File: src/rtl/xor3_mon_pkg.sv
// Shared types and helpers for the xor3_monitor parity checker.
package xor3_mon_pkg;

  localparam int VEC_W = 4;

  typedef enum logic [1:0] {
    ST_IDLE = 2'd0,
    ST_SKIP = 2'd1,
    ST_RUN  = 2'd2,
    ST_DONE = 2'd3
  } state_e;

  function automatic logic xor3_expect(input logic a, input logic b, input logic c);
    return a ^ b ^ c;
  endfunction

endpackage

File: src/rtl/xor3_monitor_sat_counter.sv
// Saturating up-counter with synchronous clear; holds at all-ones.
module sat_counter #(
  parameter int WIDTH = 16
) (
  input  logic             clk,
  input  logic             rst,
  input  logic             clr_i,
  input  logic             inc_i,
  output logic [WIDTH-1:0] count_o
);

  logic [WIDTH-1:0] count_q;

  // NOTE: sequential state uses non-blocking assignments so every flop samples pre-edge values.
  always_ff @(posedge clk) begin
    if (rst || clr_i) begin
      count_q <= '0;
    end else if (inc_i && (count_q != '1)) begin
      count_q <= count_q + 1'b1;
    end
  end

  assign count_o = count_q;

endmodule

File: src/rtl/xor3_monitor.sv
// Windowed checker for a three-input XOR stage: counts parity mismatches and records the first.
// Optional coverage outputs (cov_mask, cov_full) are built when XOR3_MON_COVER_EN is defined.
module xor3_monitor
  import xor3_mon_pkg::*;
#(
  parameter int CNT_W = 16,
  parameter int SKIP  = 1
) (
  input  logic             clk,
  input  logic             rst,
  input  logic             start,
  input  logic [CNT_W-1:0] num_samples,
  input  logic             a,
  input  logic             b,
  input  logic             c,
  input  logic             res,
  output logic             busy,
  output logic             done,
  output logic             pass,
  output logic [CNT_W-1:0] err_count,
  output logic [CNT_W-1:0] sample_count,
  output logic [CNT_W-1:0] first_err_idx,
  output logic [VEC_W-1:0] first_err_vec,
`ifdef XOR3_MON_COVER_EN
  output logic [7:0]       cov_mask,
  output logic             cov_full,
`endif
  output logic             first_err_vld
);

  localparam logic [3:0] SKIP_L = 4'(SKIP);

  state_e           state_q, state_d;
  logic [CNT_W-1:0] limit_q, limit_d;
  logic [CNT_W-1:0] sample_q, sample_d;
  logic [CNT_W-1:0] idx_q, idx_d;
  logic [VEC_W-1:0] vec_q, vec_d;
  logic             vld_q, vld_d;
  logic [3:0]       skip_q, skip_d;
  logic [VEC_W-1:0] smp_q;
  logic             accept;
  logic             mismatch;

  assign accept   = start && ((state_q == ST_IDLE) || (state_q == ST_DONE));
  assign mismatch = (state_q == ST_RUN) &&
                    (xor3_expect(smp_q[3], smp_q[2], smp_q[1]) != smp_q[0]);

  // NOTE: every always_comb output is defaulted first, so no path can infer a latch.
  always_comb begin
    state_d  = state_q;
    limit_d  = limit_q;
    sample_d = sample_q;
    idx_d    = idx_q;
    vec_d    = vec_q;
    vld_d    = vld_q;
    skip_d   = skip_q;
    unique case (state_q)
      ST_IDLE, ST_DONE: begin
        if (start) begin
          limit_d  = num_samples;
          sample_d = '0;
          idx_d    = '0;
          vec_d    = '0;
          vld_d    = 1'b0;
          skip_d   = SKIP_L;
          if (num_samples == '0)   state_d = ST_DONE;
          else if (SKIP_L == 4'd0) state_d = ST_RUN;
          else                     state_d = ST_SKIP;
        end
      end
      ST_SKIP: begin
        skip_d = skip_q - 4'd1;
        if (skip_q == 4'd1) state_d = ST_RUN;
      end
      ST_RUN: begin
        sample_d = sample_q + 1'b1;
        if (mismatch && !vld_q) begin
          idx_d = sample_q;
          vec_d = smp_q;
          vld_d = 1'b1;
        end
        if (sample_d == limit_q) state_d = ST_DONE;
      end
      default: state_d = ST_IDLE;
    endcase
  end

  // The pin sample register is reset too, so the first compare after reset never sees X.
  always_ff @(posedge clk) begin
    if (rst) begin
      state_q  <= ST_IDLE;
      limit_q  <= '0;
      sample_q <= '0;
      idx_q    <= '0;
      vec_q    <= '0;
      vld_q    <= 1'b0;
      skip_q   <= '0;
      smp_q    <= '0;
    end else begin
      state_q  <= state_d;
      limit_q  <= limit_d;
      sample_q <= sample_d;
      idx_q    <= idx_d;
      vec_q    <= vec_d;
      vld_q    <= vld_d;
      skip_q   <= skip_d;
      smp_q    <= {a, b, c, res};
    end
  end

  sat_counter #(.WIDTH(CNT_W)) u_err_cnt (
    .clk     (clk),
    .rst     (rst),
    .clr_i   (accept),
    .inc_i   (mismatch),
    .count_o (err_count)
  );

  assign busy          = (state_q == ST_SKIP) || (state_q == ST_RUN);
  assign done          = (state_q == ST_DONE);
  assign pass          = done && (err_count == '0);
  assign sample_count  = sample_q;
  assign first_err_idx = idx_q;
  assign first_err_vec = vec_q;
  assign first_err_vld = vld_q;

`ifdef XOR3_MON_COVER_EN
  logic [7:0] cov_mask_q, cov_mask_d;
  logic       cov_full_q;

  always_comb begin
    cov_mask_d = cov_mask_q;
    if (accept)                  cov_mask_d = '0;
    else if (state_q == ST_RUN)  cov_mask_d[smp_q[3:1]] = 1'b1;
  end

  always_ff @(posedge clk) begin
    if (rst) begin
      cov_mask_q <= '0;
      cov_full_q <= 1'b0;
    end else begin
      cov_mask_q <= cov_mask_d;
      cov_full_q <= &cov_mask_d;
    end
  end

  assign cov_mask = cov_mask_q;
  assign cov_full = cov_full_q;
`endif

endmodule
File: config.mk
export PLATFORM = sky130hd
export DESIGN_NAME = xor3_monitor
export DESIGN_NICKNAME = d
export VERILOG_FILES = /design/src/rtl/xor3_mon_pkg.sv /design/src/rtl/xor3_monitor_sat_counter.sv /design/src/rtl/xor3_monitor.sv
export SDC_FILE = /design/constraint.sdc
export NUM_CORES = 1
export LEC_CHECK = 0
export CORE_MARGIN = 1
export CORE_UTILIZATION = 30
export DETAILED_ROUTE_END_ITERATION = 12
export GPL_ROUTABILITY_DRIVEN = 1
export RECOVER_POWER = 100
export SYNTH_ARGS = -nofsm -noshare
export SYNTH_HDL_FRONTEND = slang
export SYNTH_SLANG_ARGS = --single-unit
File: constraint.sdc
create_clock -name clk -period 3.1 [get_ports clk]
set_input_delay 0.93 -clock clk [delete_from_list [all_inputs] [get_ports clk]]
set_output_delay 0.93 -clock clk [all_outputs]
set_load 0.05 [all_outputs]
==> flow_metrics.tcl, run 1 <==
set metrics [dict create \
    status "finished clean" \
    core_area_sq_mm 0.0128 \
    grt_pass1_vias 3509 \
    ctsResizeCount 0 \
    tns_ns 0 \
    cts_max_path_buffers 2 \
    cp-start-kind "register" \
    synth_cell_types 54 \
    grt_overflow 0 \
    post_cts.repair.setup_buffers 0 \
    synthTopCellsByArea "dfxtp_1, nor2_1, xnor2_1" \
    grt_use_met2 0.253 \
    start_util 0.312 \
    die_area_sq_mm 0.0138 \
    vias 3764 \
    whs_ns 0.482 \
    final_nets 598 \
    grtUsageTotal 0.166 \
    ys_warn_count 0 \
    drv_slew 0 \
    via_per_inst 5.07 \
    critPathKind "reg2out" \
    wl_per_cell_microns 15.1 \
    fp-row-count 41 \
    fmax_mhz 348 \
    root_buffer "clkbuf_16" \
    p_per_area_mw_per_mm2 624 \
    worstHoldPathType "reg2reg" \
    drc_errors 0 \
    wl_mm 11.2 \
    ys_seq_area_frac 0.395 \
    dp_hpwl_mm 8.18 \
    ant_nets 0 \
    cap_violations 0 \
    use_met1 0.229 \
    finalClockSkew_ns 0.00817 \
    syn-num-nets 525 \
    ys_async_sr_fraction 0 \
    ys_ff_latch 79 \
    final_common_cell "dfxtp_1" \
    arrival_ns 1.94 \
    path_clk_slew_ns 0.06 \
    crit_required_ns 2.17 \
    htree_levels 3 \
    firstDrtPassIters 5 \
    cts_hold_buf 0 \
    finalCriticalPeriod_ns 2.87 \
    cts_tree "yes" \
    antenna_found_initial 0 \
    synth_edf_count 0 \
    leakagePower_uw 0.00206 \
    grt_util_met3 0.0359 \
    diodes 0 \
    busiest_layer "met2" \
    cp_max_fo 8 \
    syn_area_sq_mm 0.00401 \
    grt_pass1_wl_mm 18.2 \
    portBuffers 78 \
    synth_flop_cell "dfxtp_1" \
    cts.sinks 79 \
    numCtsBuffers 9 \
    clk_latency_ns 0.34 \
    cp-end-kind "output pin" \
    avgSynthCellArea_sq_um 8.13 \
    ios 79 \
    fin_crit_sh 0.926 \
    die_w_microns 118 \
    synth_top_area_frac 0.395 \
    finalInstanceArea_sq_mm 0.00528 \
    drt_iter0_drc 278 \
    die-height_microns 118 \
    drive_above_1_share 0.0753 \
    worst_slew_pin_slew_ns 0.757 \
    maxSlewHeadroom 0.495 \
    ir_worst_vdd_v 0.000276 \
    final_cell_mix "dfxtp_1, nor2_1, dlygate4sd3_1" \
    placed_cell_area_sq_mm 0.00498 \
    area_growth_pct 31.8 \
    netlist_instances 493 \
    grt_start_max_net_pins 46 \
    setup_viol 0 \
    globalplace.congestion 0.838 \
    grt_setup_unrepaired "false" \
    report.final.hold_viol_count 0 \
    synth_top_cell_by_area "dfxtp_1" \
]
[flip-flops by register name (all words and copies together) (netlist names)]
| signal | count |
|---|---|
| first_err_idx | 16 |
| limit_q | 16 |
| sample_count | 16 |
| u_err_cnt.count_o | 16 |
| first_err_vec | 4 |
| skip_q | 4 |
| smp_q | 4 |
| state_q | 2 |
| first_err_vld | 1 |
[worst max-delay path, cell delays in order, from the launching register on]
cell and delay (ns):
dfxtp_1 0.51, buf_4 0.22, dlygate4sd3_1 0.88
[where the power goes]
part / total, uW / internal (uW) / switching, uW
combinational: 955 / 320 / 635
clock: 1150 / 711 / 436
sequential: 1200 / 1100 / 92.5
[metrics by stage]
stage / util / setup slack, ns / std cells / total power, uW
6_report: 0.412 / 0.228 / 743 / 3300
4_1_cts: 0.413 / 0.293 / 743 / 3370
3_5_place_dp: 0.388 / 0.116 / 727 / 2200
2_1_floorplan: - / 0.395 / 493 / 1900
5_1_grt: 0.412 / 0.158 / 743 / 3500
3_3_place_gp: 0.388 / 0.161 / 727 / 2180
[logic make-up after synthesis]
logic type / count (synthesis) / share of synthesized area
xor gates and xnor gates: 35 / 0.0765
muxes: 3 / 0.00781
DFF: 79 / 0.395
and+or+nand+nor: 213 / 0.277
adders and majority gates: 9 / 0.0281
AOI/OAI and AO/OA: 105 / 0.165
buffers and inverters: 49 / 0.0506
[worst paths after layout]
kind / depth (start not counted) / slack [ns] / start / to
max: 2 / 0.23 / sample_count[4]$_SDFFE_PP0P_ / sample_count[4]
min: 2 / 0.48 / limit_q[0]$_SDFFE_PP0P_ / limit_q[0]$_SDFFE_PP0P_
max reg2reg: 8 / 0.38 / sample_count[1]$_SDFFE_PP0P_ / state_q[0]$_SDFFE_PP0P_
min reg2reg: 2 / 0.48 / limit_q[0]$_SDFFE_PP0P_ / limit_q[0]$_SDFFE_PP0P_
[synthesized netlist by cell type, types with 4 or more instances]
master    number
nor3b_1        6
ha_1           9
o21ai_0       25
a21oi_1       40
buf_2          6
buf_1          4
nand3_1       12
xnor2_1       26
nand2_1       54
dfxtp_1       79
clkbuf_1      20
nand4_1        5
or3_1          4
nor2_1        71
nor4_1        12
inv_1         17
nor3_1        11
xor2_1         9
and3_1         5
nor2b_1        9
a22oi_1       26
[per-layer routing]
layer | routed length, microns | up-vias | part of all wire
met1 | 5270 | 1772 | 0.47
li1 | - | 1872 | -
met5 | 0 | - | 0
met4 | 142 | 0 | 0.013
met3 | 668 | 8 | 0.060
met2 | 5130 | 112 | 0.46
[cell type report]
class                           count  area, sq um
Clock buffer                       10          229
Clock inverter                      6         93.8
Fill cell                        1294         7540
Inverter                           17         63.8
Multi-Input combinational cell    365         2230
Sequential cell                    79         1580
Tap cell                          172          215
Timing Repair Buffer               94          870
No activity file was read; power rests on OpenSTA's default activity.
==> run 2, diff against run 1 <==
SETUP_SLACK_MARGIN = 0.2   (was unset)
SYNTH_HIERARCHICAL = 1   (was unset)
==> run 2 against run 1 <==
Routed wire length increased by 3.5%. Area after synthesis increased by 0.25%. Synthesized cell count increased by 0.61%. Die area increased by 0.25%. Clock power about the same. Sequential share of layout area decreased by 0.19 points. Critical path type unchanged.
==> flow_metrics.tcl, run 2 <==
set metrics [dict create \
    status "finished clean" \
    diodes 0 \
    final_common_cell "dfxtp_1" \
    portBuffers 78 \
    cpMaxStageDelayCell "dlygate4sd3_1" \
    critPathMaxStageDelay_ns 0.94 \
    multi_input_area_sq_mm 0.00228 \
    worst_slew_pin_slew_ns 1.21 \
    fin_crit_sh 0.915 \
    netlist_instances 496 \
    ys_async_sr_fraction 0 \
    path_clk_slew_ns 0.06 \
    crit_required_ns 2.17 \
    maxSlewHeadroom 0.194 \
    synth_top_cell_by_area "dfxtp_1" \
    cp-start-kind "register" \
    drt_iter0_drc 183 \
    critPathLaunch "sample_count[8]$_SDFFE_PP0P_" \
    cp-end-kind "output pin" \
    fmax_mhz 353 \
    ys_ff_latch 79 \
    post_cts.repair.setup_buffers 0 \
    syn-num-nets 527 \
    synth_top_area_frac 0.394 \
    cts_tree "yes" \
    cp_top_family "buffers and inverters" \
    timing.rr.start "sample_count[1]$_SDFFE_PP0P_" \
    vias 4004 \
    cp_max_fo 14 \
    die_area_sq_mm 0.0139 \
    via_per_inst 5.39 \
    finalCriticalPeriod_ns 2.84 \
    critPathBufInv 1 \
    grt_setup_unrepaired "false" \
    path_cells "dlygate4sd3_1" \
    ios 79 \
    core_area_sq_mm 0.0128 \
    r2r_end "state_q[1]$_SDFFE_PP0P_" \
    drv_slew 0 \
    synth_most_common_cell "dfxtp_1" \
    cp.depth 1 \
    avgSynthCellArea_sq_um 8.10 \
    cap_violations 0 \
    htree_levels 3 \
    antenna_found_initial 0 \
    die-height_microns 118 \
    clk_latency_ns 0.33 \
    worstSetupEndpoint "sample_count[8]" \
    arrival_ns 1.91 \
    ir_worst_vdd_v 0.000287 \
    syn_area_sq_mm 0.00402 \
    setup_viol 0 \
    root_buffer "clkbuf_16" \
    ys_seq_area_frac 0.394 \
    die_w_microns 118 \
    p_per_area_mw_per_mm2 627 \
    drive_above_1_share 0.0788 \
    report.final.hold_viol_count 0 \
    final_nets 599 \
    wl_mm 11.6 \
    area_growth_pct 32.5 \
    tns_ns 0 \
    ys_warn_count 6 \
    fp-row-count 41 \
    critPathKind "reg2out" \
    seqCellArea_sq_mm 0.00158 \
    drc_errors 0 \
    synth_flop_cell "dfxtp_1" \
    grtUsageTotal 0.173 \
    synth_cell_types 58 \
    yosys-top-cells-count "dfxtp_1, nor2_1, nand2_1" \
    ant_nets 0 \
    firstDrtPassIters 5 \
    leakagePower_uw 0.00203 \
    cts_max_path_buffers 2 \
    grt_overflow 0 \
    numCtsBuffers 9 \
    dp_hpwl_mm 8.58 \
    grt_start_max_net_pins 40 \
    final_util 0.415 \
    reg2regPathDepth 7 \
    final_cell_mix "dfxtp_1, nor2_1, dlygate4sd3_1" \
    grt_pass1_wl_mm 19.4 \
    worstHoldPathType "reg2reg" \
    reg2reg_slack_ns 0.36 \
    grt_pass1_vias 3849 \
    start_util 0.313 \
    finalClockSkew_ns 0.00995 \
    nFillCells 1292 \
    wl_per_cell_microns 15.6 \
    globalplace.congestion 0.857 \
    synth_edf_count 0 \
    synthTopCellsByArea "dfxtp_1, a21oi_1, nor2_1" \
    cts.sinks 79 \
]
==> run 2: report_power, final <==
part / internal, uW / switching [uW] / leakage, uW
registers: 1100 / 85.8 / 0.000642
clock network: 720 / 400 / 0.000152
logic: 359 / 668 / 0.00124
==> run 2: through the flow <==
| stage | instance area, sq um | power, uW | hold WS (ns) | worst slack [ns] | instances |
|---|---|---|---|---|---|
| after floorplan | 4040 | 1900 | 0.448 | 0.298 | 496 |
| after global placement | 5020 | 2220 | 0.466 | 0.259 | 729 |
| after detailed placement | 5020 | 2260 | 0.463 | 0.134 | 729 |
| after CTS | 5330 | 3380 | 0.471 | 0.286 | 743 |
| after global routing | 5320 | 3530 | 0.485 | 0.140 | 743 |
| final | 5320 | 3340 | 0.465 | 0.263 | 743 |
==> run 2: cell families (layout without fill, tap and decap cells) <==
family	Yosys count	after routing	share of synthesized area
AOI/OAI and AO/OA	136	136	0.214
DFF	79	79	0.394
adders and majority gates	8	8	0.0249
xor gates and xnor gates	25	25	0.0545
and+or+nand+nor	204	204	0.266
buffers and inverters	43	118	0.0442
muxes	1	1	0.00249
==> run 2: worst min path at each step <==
stage / endpoint / cells after the start / startpoint
after floorplan: limit_q[0]$_SDFFE_PP0P_ / 2 / limit_q[0]$_SDFFE_PP0P_
after global placement: limit_q[3]$_SDFFE_PP0P_ / 2 / limit_q[3]$_SDFFE_PP0P_
after detailed placement: limit_q[3]$_SDFFE_PP0P_ / 2 / limit_q[3]$_SDFFE_PP0P_
after CTS: limit_q[3]$_SDFFE_PP0P_ / 2 / limit_q[3]$_SDFFE_PP0P_
after global routing: limit_q[3]$_SDFFE_PP0P_ / 2 / limit_q[3]$_SDFFE_PP0P_
final: limit_q[3]$_SDFFE_PP0P_ / 2 / limit_q[3]$_SDFFE_PP0P_
==> run 2: repair_timing <==
item / 4_1_cts / 5_1_grt
hold buffers: 0 / 0
endpoints found under the setup margin: 0 / 2
gates resized for setup: 0 / 1
==> run 2: cell type report <==
class,instances,share of cell area
multi-input combinational,374,0.429
sequential,79,0.298
timing repair buffer,91,0.165
clock buffer,11,0.0456
tap,172,0.0404
clock inverter,3,0.0129
inverter,13,0.00917
==> run 2: per-layer routing <==
layer	wire length, microns	track usage
met1	5180	0.209
met2	5690	0.296
met3	501	0.0431
met4	240	0.0569
met5	0	0
